[config.mk]
export PLATFORM = sky130hd
export DESIGN_NAME = fetch_unit
export DESIGN_NICKNAME = d
export VERILOG_FILES = /design/src/rtl/riscv_pkg.sv /design/src/rtl/fetch_unit_if_buffer.sv /design/src/rtl/fetch_unit.sv
export SDC_FILE = /design/constraint.sdc
export NUM_CORES = 1
export LEC_CHECK = 0
export BUFFER_PORTS_ARGS = -buffer_cell sky130_fd_sc_hd__buf_2
export CAP_MARGIN = 5
export CORE_MARGIN = 8
export CORE_UTILIZATION = 52
export CTS_BUF_LIST = sky130_fd_sc_hd__clkbuf_4 sky130_fd_sc_hd__clkbuf_8
export CTS_CLUSTER_DIAMETER = 120
export DETAILED_ROUTE_END_ITERATION = 10
export GPL_TIMING_DRIVEN = 0
export PLACE_DENSITY = 0.83
export RECOVER_POWER = 50
export SYNTH_ARGS = -nofsm -noshare
export SYNTH_HDL_FRONTEND = slang
export SYNTH_SLANG_ARGS = --single-unit
[constraint.sdc]
create_clock -name clk -period 2.8 [get_ports clk]
set_clock_uncertainty 0.1 [all_clocks]
set_input_delay 0.42 -clock clk [delete_from_list [all_inputs] [get_ports clk]]
set_output_delay 0.42 -clock clk [all_outputs]
set_load 0.005 [all_outputs]
[src/rtl/riscv_pkg.sv]
// Shared RV32 constants and fetch-stage types used by fetch, branch_ctrl and decode.
package riscv_pkg;

  localparam int XLEN = 32;
  localparam logic [XLEN-1:0] PC_STEP = 32'd4;

  localparam logic [6:0] OP_JAL    = 7'b110_1111;
  localparam logic [6:0] OP_BRANCH = 7'b110_0011;

  typedef enum logic [1:0] {
    S_REQ  = 2'd0,
    S_WAIT = 2'd1,
    S_DROP = 2'd2
  } fetch_state_t;

  // Instruction addresses are always word aligned; low bits are discarded.
  function automatic logic [XLEN-1:0] word_align(input logic [XLEN-1:0] addr);
    return addr & ~(XLEN'(3));
  endfunction

endpackage

[src/rtl/fetch_unit_if_buffer.sv]
// Single-entry decode buffer: holds one {pc, instr} pair behind a valid/ready handshake.
module if_buffer
  import riscv_pkg::*;
(
  input  logic            clk,
  input  logic            rst,
  input  logic            load,
  input  logic            drain,
  input  logic            flush,
  input  logic [XLEN-1:0] load_pc,
  input  logic [XLEN-1:0] load_instr,
  output logic            valid,
  output logic [XLEN-1:0] pc,
  output logic [XLEN-1:0] instr
);

  // NOTE: the payload is reset along with valid so if_pc/if_instr never show X downstream.
  always_ff @(posedge clk) begin
    if (rst) begin
      valid <= 1'b0;
      pc    <= '0;
      instr <= '0;
    end else begin
      if (flush)      valid <= 1'b0;
      else if (load)  valid <= 1'b1;
      else if (drain) valid <= 1'b0;

      if (load && !flush) begin
        pc    <= load_pc;
        instr <= load_instr;
      end
    end
  end

endmodule

[src/rtl/fetch_unit.sv]
// Instruction-fetch stage: PC, single-outstanding imem request FSM, and decode buffer.
module fetch_unit
  import riscv_pkg::*;
#(
  parameter logic [XLEN-1:0] RESET_PC = 32'h0000_0000
) (
  input  logic            clk,
  input  logic            rst,
  input  logic            br_en,
  input  logic [XLEN-1:0] br_target,
  output logic            imem_req_valid,
  output logic [XLEN-1:0] imem_req_addr,
  input  logic            imem_req_ready,
  input  logic            imem_rsp_valid,
  input  logic [XLEN-1:0] imem_rsp_data,
  output logic            if_valid,
  output logic [XLEN-1:0] if_pc,
  output logic [XLEN-1:0] if_instr,
  input  logic            if_ready
);

  fetch_state_t    state;
  logic [XLEN-1:0] pc;
  logic [XLEN-1:0] inflight_pc;

  logic drain;
  logic buf_free;
  logic accept;
  logic load;

  assign drain    = if_valid & if_ready;
  assign buf_free = !if_valid | drain;

  // A request leaves only when its response is guaranteed a free buffer slot.
  assign imem_req_valid = (state == S_REQ) & buf_free & !rst;
  assign imem_req_addr  = pc;
  assign accept         = imem_req_valid & imem_req_ready;
  assign load           = (state == S_WAIT) & imem_rsp_valid & !br_en;

  // NOTE: sequential state uses non-blocking assignments so every register sees pre-edge values.
  always_ff @(posedge clk) begin
    if (rst) begin
      state       <= S_REQ;
      pc          <= RESET_PC;
      inflight_pc <= '0;
    end else if (br_en) begin
      pc <= word_align(br_target);
      case (state)
        S_REQ:   state <= accept ? S_DROP : S_REQ;
        S_WAIT:  state <= imem_rsp_valid ? S_REQ : S_DROP;
        S_DROP:  state <= imem_rsp_valid ? S_REQ : S_DROP;
        default: state <= S_REQ;
      endcase
    end else begin
      case (state)
        S_REQ: begin
          if (accept) begin
            inflight_pc <= pc;
            pc          <= pc + PC_STEP;
            state       <= S_WAIT;
          end
        end
        S_WAIT:  if (imem_rsp_valid) state <= S_REQ;
        S_DROP:  if (imem_rsp_valid) state <= S_REQ;
        default: state <= S_REQ;
      endcase
    end
  end

  if_buffer u_if_buffer (
    .clk        (clk),
    .rst        (rst),
    .load       (load),
    .drain      (drain),
    .flush      (br_en),
    .load_pc    (inflight_pc),
    .load_instr (imem_rsp_data),
    .valid      (if_valid),
    .pc         (if_pc),
    .instr      (if_instr)
  );

endmodule

# Yosys cells after proc, flatten, opt, wreduce, memory -nomap -nowiden
# Cells that the tools add are included.
# word_totals
in_bits	70
word_cells	46
n_memories	0
out_inout_bits	98
register_bits	131
latchBits	0
ramBits	0
romBits	0
# op_classes
n_mux	12
multipliers	0
n_reduce_logical	14
n_lt_le_gt_ge	0
n_addsub	1
bitwise_logic	8
n_shift	0
n_eq_ne	4
div	0
# ops
operator	count
2-to-1 mux 32 bit	3
adder 32 x 3 -> 32 bit, second input constant	1
2-to-1 mux 2 bit	5
one-hot mux 2 bit (2 select lines)	2
bitwise AND 1 bit	6
AND reduction 2 bit	3
nonzero test 2 bit	3
OR reduction 2 bit	2
zero test 1 bit	3
inequality test 3 x 1 -> 1 bit, second input constant	1
inequality test 3 bit, second input constant	1
AND reduction 3 bit	1
equality test 2 x 1 -> 1 bit, second input constant	1
equality test 2 bit, second input constant	1
zero test 2 bit	1
2-to-1 mux 1 bit	2
logical AND 1 bit	1
inverter 1 bit	1
bitwise OR 1 bit	1

# Longest topological paths before layout
# Gate-level depths: netlist of run 1.
# depth
ltp_word	8
mapped_depth	8
depth_no_buf	7

# By module
# Synthesis of run 1 repeated with hierarchy kept, for this count alone.
# hier_totals
hier_cells	691
area_unflattened_um2	6168.4
# by_module_without_submodules
mod	cells_per_inst	area_each_um2	n_inst	seq_area_each_um2
fetch_unit	395	3135.5	1	1241.2
if_buffer	296	3032.9	1	1301.2

# Worst setup path before layout of run 1
# OpenSTA, ideal clock, no wires.
# synth_path
kind	input-to-reg
start	in rst
end	reg pc[26], in the netlist imem_req_addr[26]
slack_ns	0.690
n_path_buf	1
setup_time_ns	0.091
required_ns	2.609
stages	6
t_arrival_ns	1.919
cell_sequence	buf_2 -> nor2b_2 -> nand4_1 -> or4_4 -> or3_1 -> a311oi_1
# synth_via
elab_chain_len	5
# synth_lines
item	line_no	rtl
start, declared	fetch_unit.sv:8	input logic rst,
zero test 1 bit	fetch_unit.sv:35	assign imem_req_valid = (state == S_REQ) & buf_free & !rst;
bitwise AND 1 bit	fetch_unit.sv:35	
bitwise AND 1 bit	fetch_unit.sv:37	assign accept = imem_req_valid & imem_req_ready;
nonzero test 2 bit (no source line)	-	
AND reduction 2 bit (no source line)	-	
end signal, assigned	fetch_unit.sv:47	pc <= word_align(br_target);
end signal, assigned	fetch_unit.sv:59	pc <= pc + PC_STEP;
end, declared	fetch_unit.sv:23	logic [XLEN-1:0] pc;
# Parallel ways exist; a longest one is shown, timed or not.
# A chain may end at the register's enable or synchronous reset.

# Worst setup path after layout of run 1
# layout_path
start	reg state[1]
end	reg pc[26], in the netlist imem_req_addr[26]
# layout_via
elab_chain_len	6
elab_cells_between_ends	7
cone_classes	bitwise: 3; reduce/logical: 4
# layout_lines
item	line_no	rtl
start, declared	fetch_unit.sv:22	fetch_state_t state;
start signal, assigned	fetch_unit.sv:49	S_REQ: state <= accept ? S_DROP : S_REQ;
start signal, assigned	fetch_unit.sv:50	S_WAIT: state <= imem_rsp_valid ? S_REQ : S_DROP;
start signal, assigned	fetch_unit.sv:51	S_DROP: state <= imem_rsp_valid ? S_REQ : S_DROP;
zero test 2 bit (*)	fetch_unit.sv:35, fetch_unit.sv:55	
bitwise AND 1 bit (2 in series)	fetch_unit.sv:35	
bitwise AND 1 bit	fetch_unit.sv:37	
nonzero test 2 bit (no source line)	-	
AND reduction 2 bit (no source line) (*)	-	
# Every way passes the cells marked *; elsewhere a longest branch is shown, timed or not.

==> flow_metrics.py, run 1 <==
metrics = {
    "sta": {
        "fmax_mhz": 413.5,
        "setup_viol": 0,
        "grt_setup_unrepaired": "false",
        "period_share": 0.8637,
        "hold_viol": 0,
        "tightest_slew_ps": 753.0,
        "finalCriticalPeriod_ps": 2418,
        "setup-tns-final_ps": 0,
        "slew_headroom": 0.4962,
        "whs_ps": 123.7,
        "setup_ws_ps": 381.8,
        "slew_violations": 0,
    },
    "cts": {
        "h-tree-depth": 4,
        "cts_tree": "built",
        "cts.sinks": 125,
        "root_buffer": "clkbuf_8",
        "worstSkewPairLatency_ps": 430,
        "clk_pin_slew_ps": 70,
        "postCtsResizedCells": 0,
        "max-clock-path-buffers": 2,
        "cts_hold_buf": 0,
        "cts_buffers": 17,
        "cts_setup_buffers": 0,
    },
    "detailed_routing": {
        "ant_nets": 0,
        "wl_met3_microns": 1088,
        "first_iter_violations": 418,
        "wl_microns": 14710,
        "routedLengthMet1_microns": 6161,
        "top_layer_used": "met4",
        "post_drt_wl_per_cell_microns": 15.33,
        "remaining_drc_errors": 0,
        "vias": 5001,
        "met2WireLength_microns": 6993,
        "firstDrtPassIters": 5,
        "viasPerCell": 5.215,
    },
    "grt": {
        "grt_usage": 0.2234,
        "grt_pass1_vias": 4932,
        "overflow": 0,
        "grt_max_degree": 17,
        "antenna_found_initial": 0,
        "grt_pass1_wl_microns": 23240,
    },
    "critical_path": {
        "critPathLaunchType": "flop",
        "critPathMaxFanout": 4,
        "reg2reg_depth": 7,
        "crit_arrival_ps": 2650,
        "required_ps": 3030,
        "r2r-end": "imem_req_addr[26]",
        "reg2reg_from": "state[1]",
        "endpoint_kind": "flop",
        "r2r_setup_slack_ps": 380,
        "path_class": "reg2reg",
        "startpoint": "state[1]",
    },
    "floorplan": {
        "coreArea_sq_um": 9549,
        "die_x_microns": 114.1,
        "rows": 36,
        "die_area_sq_um": 13020,
        "start_util": 0.5242,
        "io_pins": 168,
        "die_height_microns": 114.1,
    },
    "synthesis": {
        "syn_inst": 634,
        "ys_warn_count": 0,
        "syn_avg_cell_area_sq_um": 7.896,
        "netlist-cell-type-count": 40,
        "yosys-top-cells-area": "dfxtp_1, nand2_1, a21oi_1",
        "ys_seq_area_frac": 0.4999,
        "synth_area_leader_cell": "dfxtp_1",
        "synth-seq-cells": 125,
        "syn-cell-area_sq_um": 5006,
        "synth_top_area_frac": 0.4999,
    },
    "finish": {
        "drive_gt1_frac": 0.1550,
        "area_growth_pct": 24.69,
        "n_antenna_cell": 0,
        "fin_util": 0.6537,
        "nNetsFinal": 889,
    },
    "outcome": {
        "status": "complete, no violations",
    },
    "pwr": {
        "power_mw": 3.571,
        "peakVddDrop_v": 0.0002988,
        "cellPowerDensity_nw_per_um2": 572.1,
        "p_leak_nw": 2.264,
    },
    "placed_design": {
        "dp_hpwl_microns": 11240,
        "place_congestion": 0.8842,
        "io_buffers": 159,
        "pre_cts_ws_ps": 481.3,
    },
    "run": {
        "maxCapViolCount": 0,
    },
    "hold_path": {
        "hold_start": "imem_rsp_data[22]",
        "hold_end": "u_if_buffer.instr[22]",
        "hp-class": "in2reg",
        "min_path_cells": 3,
    },
}
==> synth_stat cells, drive strengths merged <==
cell,n
a21o,1
dfxtp,125
a211oi,20
nand3,11
or3,5
and4,3
a22o,1
and3,5
mux2i,2
nor2,31
nand2b,1
inv,7
xnor2,21
a21boi,1
nor3,9
nor4,12
o21bai,1
conb,1
and2,5
nor2b,2
nand4,5
a311oi,4
o21ai,5
xor2,2
a22oi,1
ha,4
clkbuf,38
nand2,202
a21oi,98
buf,9
or2b,1
or4,1
==> where the power goes <==
part / internal, mW / leakage (nW) / switching [mW]
clock: 0.772 / 0.191 / 0.652
sequential: 1.82 / 1.02 / 0.0605
combinational: 0.112 / 1.06 / 0.152
==> placed cells by master, fill, tap and decap left out, drive strengths merged, types with 6 or more instances in the layout <==
cell type,n
a21oi,98
nand3,11
nor4,12
dfxtp,125
nand2,202
nor3,9
xnor2,21
buf,96
nor2,31
clkinv,6
a211oi,20
inv,7
clkbuf,132
==> cell families (layout without fill, tap and decap cells) <==
group,Yosys count,in the layout,synth area share
muxes,2,2,0.003999
AOI/OAI and AO/OA,132,132,0.1477
other,1,4,0.0007491
adders and majority gates,4,4,0.009998
buffers and inverters,54,243,0.04549
xor gates and xnor gates,23,23,0.04024
and+or+nand+nor,293,293,0.2519
DFF,125,125,0.4999
==> critical path: stages (launching register included) <==
cell,delay [ps]
dfxtp_1,320
inv_1,90
ha_1,190
nor2b_1,240
nand4_1,210
or4_4,590
or3_1,320
a311oi_1,260
==> layer usage <==
metal / track usage / up-vias
met5: 0 / -
met4: 0.1162 / 0
met3: 0.06382 / 42
met2: 0.3742 / 208
met1: 0.2537 / 2273
li1: - / 2478
==> worst max-delay path by stage <==
| stage | to | depth (start not counted) |
|---|---|---|
| 6_report | imem_req_addr[26] | 7 |
| 5_1_grt | imem_req_addr[26] | 7 |
| 4_1_cts | imem_req_addr[26] | 7 |
| 3_5_place_dp | imem_req_addr[26] | 7 |
| 3_3_place_gp | imem_req_addr[26] | 6 |
| 2_1_floorplan | imem_req_addr[26] | 6 |
==> flip-flops by register name, summed over array words and instances, names as in the netlist <==
name,cells
imem_req_addr,30
inflight_pc,30
state,2
u_if_buffer.instr,32
u_if_buffer.pc,30
u_if_buffer.valid,1
==> layout make-up <==
cell class	count	area, sq um
sequential	125	2502
buffer	47	200.2
timing repair buffer	159	704.4
fill	889	3307
tap	133	166.4
multi-input combinational	458	2285
clock inverter	8	67.56
clock buffer	22	290.3
inverter	7	26.28
==> per-stage QoR <==
stage,cell area (sq um),cells
after global placement,5979,929
after detailed placement,5979,929
after floorplan,5017,637
final,6242,959
after CTS,6337,959
after global routing,6242,959
No activity file was read; power rests on OpenSTA's default activity.
==> run 2, diff against run 1 <==
--- a/config.mk
+++ b/config.mk
@@ -8,12 +8,12 @@
 export BUFFER_PORTS_ARGS = -buffer_cell sky130_fd_sc_hd__buf_2
 export CAP_MARGIN = 5
 export CORE_MARGIN = 8
-export CORE_UTILIZATION = 52
+export CORE_UTILIZATION = 47
 export CTS_BUF_LIST = sky130_fd_sc_hd__clkbuf_4 sky130_fd_sc_hd__clkbuf_8
 export CTS_CLUSTER_DIAMETER = 120
 export DETAILED_ROUTE_END_ITERATION = 10
 export GPL_TIMING_DRIVEN = 0
-export PLACE_DENSITY = 0.83
+export PLACE_DENSITY = 0.79
 export RECOVER_POWER = 50
 export SYNTH_ARGS = -nofsm -noshare
 export SYNTH_HDL_FRONTEND = slang
==> constraint.sdc (replaced) <==
create_clock -name clk -period 2.2 [get_ports clk]
set_clock_uncertainty 0.1 [all_clocks]
set_input_delay 0.33 -clock clk [delete_from_list [all_inputs] [get_ports clk]]
set_output_delay 0.33 -clock clk [all_outputs]
set_load 0.005 [all_outputs]
==> run 2 against run 1 <==
Compared with the run above: the run now ends with setup timing left; critical path depth is 2 lower; clock-buffer cell count increased by 1; global-route usage is 0.95 points lower; first-iteration DRC count down 15%; register-to-register slack got worse by 430 ps; design area rose by 4.9%; die area grew 9.1%; setup slack worse by 430 ps; clock power rose by 72%; flip-flop and latch count is the same.
==> flow_metrics.py, run 2 (same netlist as run 1, synthesis figures left out) <==
metrics = {
    "detailed_routing": {
        "first_iter_violations": 354,
        "wl_microns": 15330,
        "vias": 5061,
        "viasPerCell": 5.239,
        "remaining_drc_errors": 0,
        "post_drt_wl_per_cell_microns": 15.87,
        "ant_nets": 0,
        "firstDrtPassIters": 5,
    },
    "outcome": {
        "violations": "setup timing",
        "status": "complete, but fails checks",
    },
    "finish": {
        "instances_no_fill": 966,
        "regMostFlops": "u_if_buffer.instr",
        "fin_area_sq_um": 6545,
        "largest_reg_flops": 32,
        "fin_util": 0.6340,
        "final_common_cell": "nand2_1",
        "nNetsFinal": 890,
        "area_growth_pct": 30.74,
        "layout_common_cells": "nand2_1, buf_2, dfxtp_1",
        "drive_gt1_frac": 0.2666,
    },
    "cts": {
        "cts.sinks": 125,
        "cts_setup_buffers": 0,
        "clk_pin_slew_ps": 70,
        "h-tree-depth": 4,
        "root_buffer": "clkbuf_8",
        "max-clock-path-buffers": 2,
        "worstSkewPairLatency_ps": 440,
        "cts_buffers": 17,
        "cts_tree": "built",
    },
    "grt": {
        "grt_pass1_wl_microns": 24820,
        "overflow": 0,
        "grt_pass1_vias": 5041,
        "antenna_found_initial": 1,
        "grt_usage": 0.2139,
        "grt_max_degree": 17,
    },
    "pwr": {
        "cellPowerDensity_nw_per_um2": 792.7,
        "p_seq_frac": 0.462,
        "p_int_mw": 4.010,
        "p_comb_frac": 0.069,
        "switching_share": 0.2270,
        "peakVddDrop_v": 0.0004185,
        "p_clk_frac": 0.470,
        "p_leak_nw": 2.642,
        "power.switching_mw": 1.178,
        "power_mw": 5.188,
    },
    "sta": {
        "setup-tns-final_ps": -80.48,
        "slew_violations": 0,
        "setup_viol": 2,
        "grt_setup_unrepaired": "true",
        "period_share": 1.021,
        "tightest_slew_ps": 619.9,
        "whs_ps": 27.65,
        "setup_ws_ps": -46.76,
        "slew_headroom": 0.5868,
        "hold_viol": 0,
        "finalCriticalPeriod_ps": 2247,
        "fmax_mhz": 445.1,
    },
    "floorplan": {
        "die_x_microns": 119.2,
        "die_height_microns": 119.2,
        "die_area_sq_um": 14210,
        "start_util": 0.4849,
        "io_pins": 168,
        "coreArea_sq_um": 10320,
        "rows": 37,
    },
    "placed_design": {
        "dpl_cell_area_sq_um": 5983,
        "dp_hpwl_microns": 11650,
        "place_congestion": 0.8740,
        "dpl.cell_count": 932,
        "pre_cts_ws_ps": -49.55,
        "io_buffers": 159,
    },
    "critical_path": {
        "critPathLaunchType": "flop",
        "endpoint_kind": "flop",
        "critPathMaxFanout": 9,
        "r2r_setup_slack_ps": -50,
        "required_ps": 2460,
        "path_class": "reg2reg",
        "reg2reg_depth": 5,
        "crit_arrival_ps": 2500,
        "reg2reg_from": "imem_req_addr[5]",
        "r2r-end": "imem_req_addr[26]",
    },
    "hold_path": {
        "hold_end": "u_if_buffer.instr[3]",
        "hp-class": "in2reg",
        "min_path_cells": 3,
        "hold_start": "imem_rsp_data[3]",
    },
    "run": {
        "maxCapViolCount": 0,
    },
}
## run 2: metal layers
layer	routed length [microns]	vias up	global-route usage
met5	0	-	0
met4	337	0	0.08617
met3	1224	30	0.06755
met2	7481	224	0.3572
met1	6282	2334	0.2498
li1	-	2473	-
## run 2: cell type report
cell class                 count  area (sq um)
buffer                        47         201.4
multi-input combinational    458          2331
fill                         898          3779
clock inverter                 9         178.9
sequential                   125          2512
antenna                        1         2.502
tap                          136         170.2
clock buffer                  23         316.6
inverter                       7         26.28
timing repair buffer         160         805.8
## run 2: power by group through the flow
stage / registers [mW] / logic (mW) / clock network [mW]
2_1_floorplan: 2.43 / 0.179 / 0
3_3_place_gp: 2.44 / 0.331 / 0
6_report: 2.40 / 0.355 / 2.44
4_1_cts: 2.39 / 0.349 / 2.45
5_1_grt: 2.40 / 0.388 / 2.57
3_5_place_dp: 2.44 / 0.344 / 0
## run 2: what timing repair did
action,in CTS,in global routing
endpoints found under the hold margin,1,0
setup endpoints to repair,2,72
cloned,0,0
hold buffers,1,0
resized for setup,3,15
pin swaps,1,4
## run 2: worst max-delay path, stage by stage, from the launching register on
cell and delay [ps]:
dfxtp_1 500, and4_4 320, nand2_4 100, or4_4 570, or3_4 340, a311oi_2 250
## run 2: worst max path at each step
stage,end,start,slack (ps),cells after the start
finish,imem_req_addr[26],imem_req_addr[5],-50,5
detailed placement,imem_req_addr[30],state[1],-50,7
global route,imem_req_addr[26],state[1],-110,7
global placement,imem_req_addr[30],state[1],-40,7
floorplan,imem_req_addr[26],state[1],100,7
CTS,imem_req_addr[30],imem_req_addr[18],0.4,5
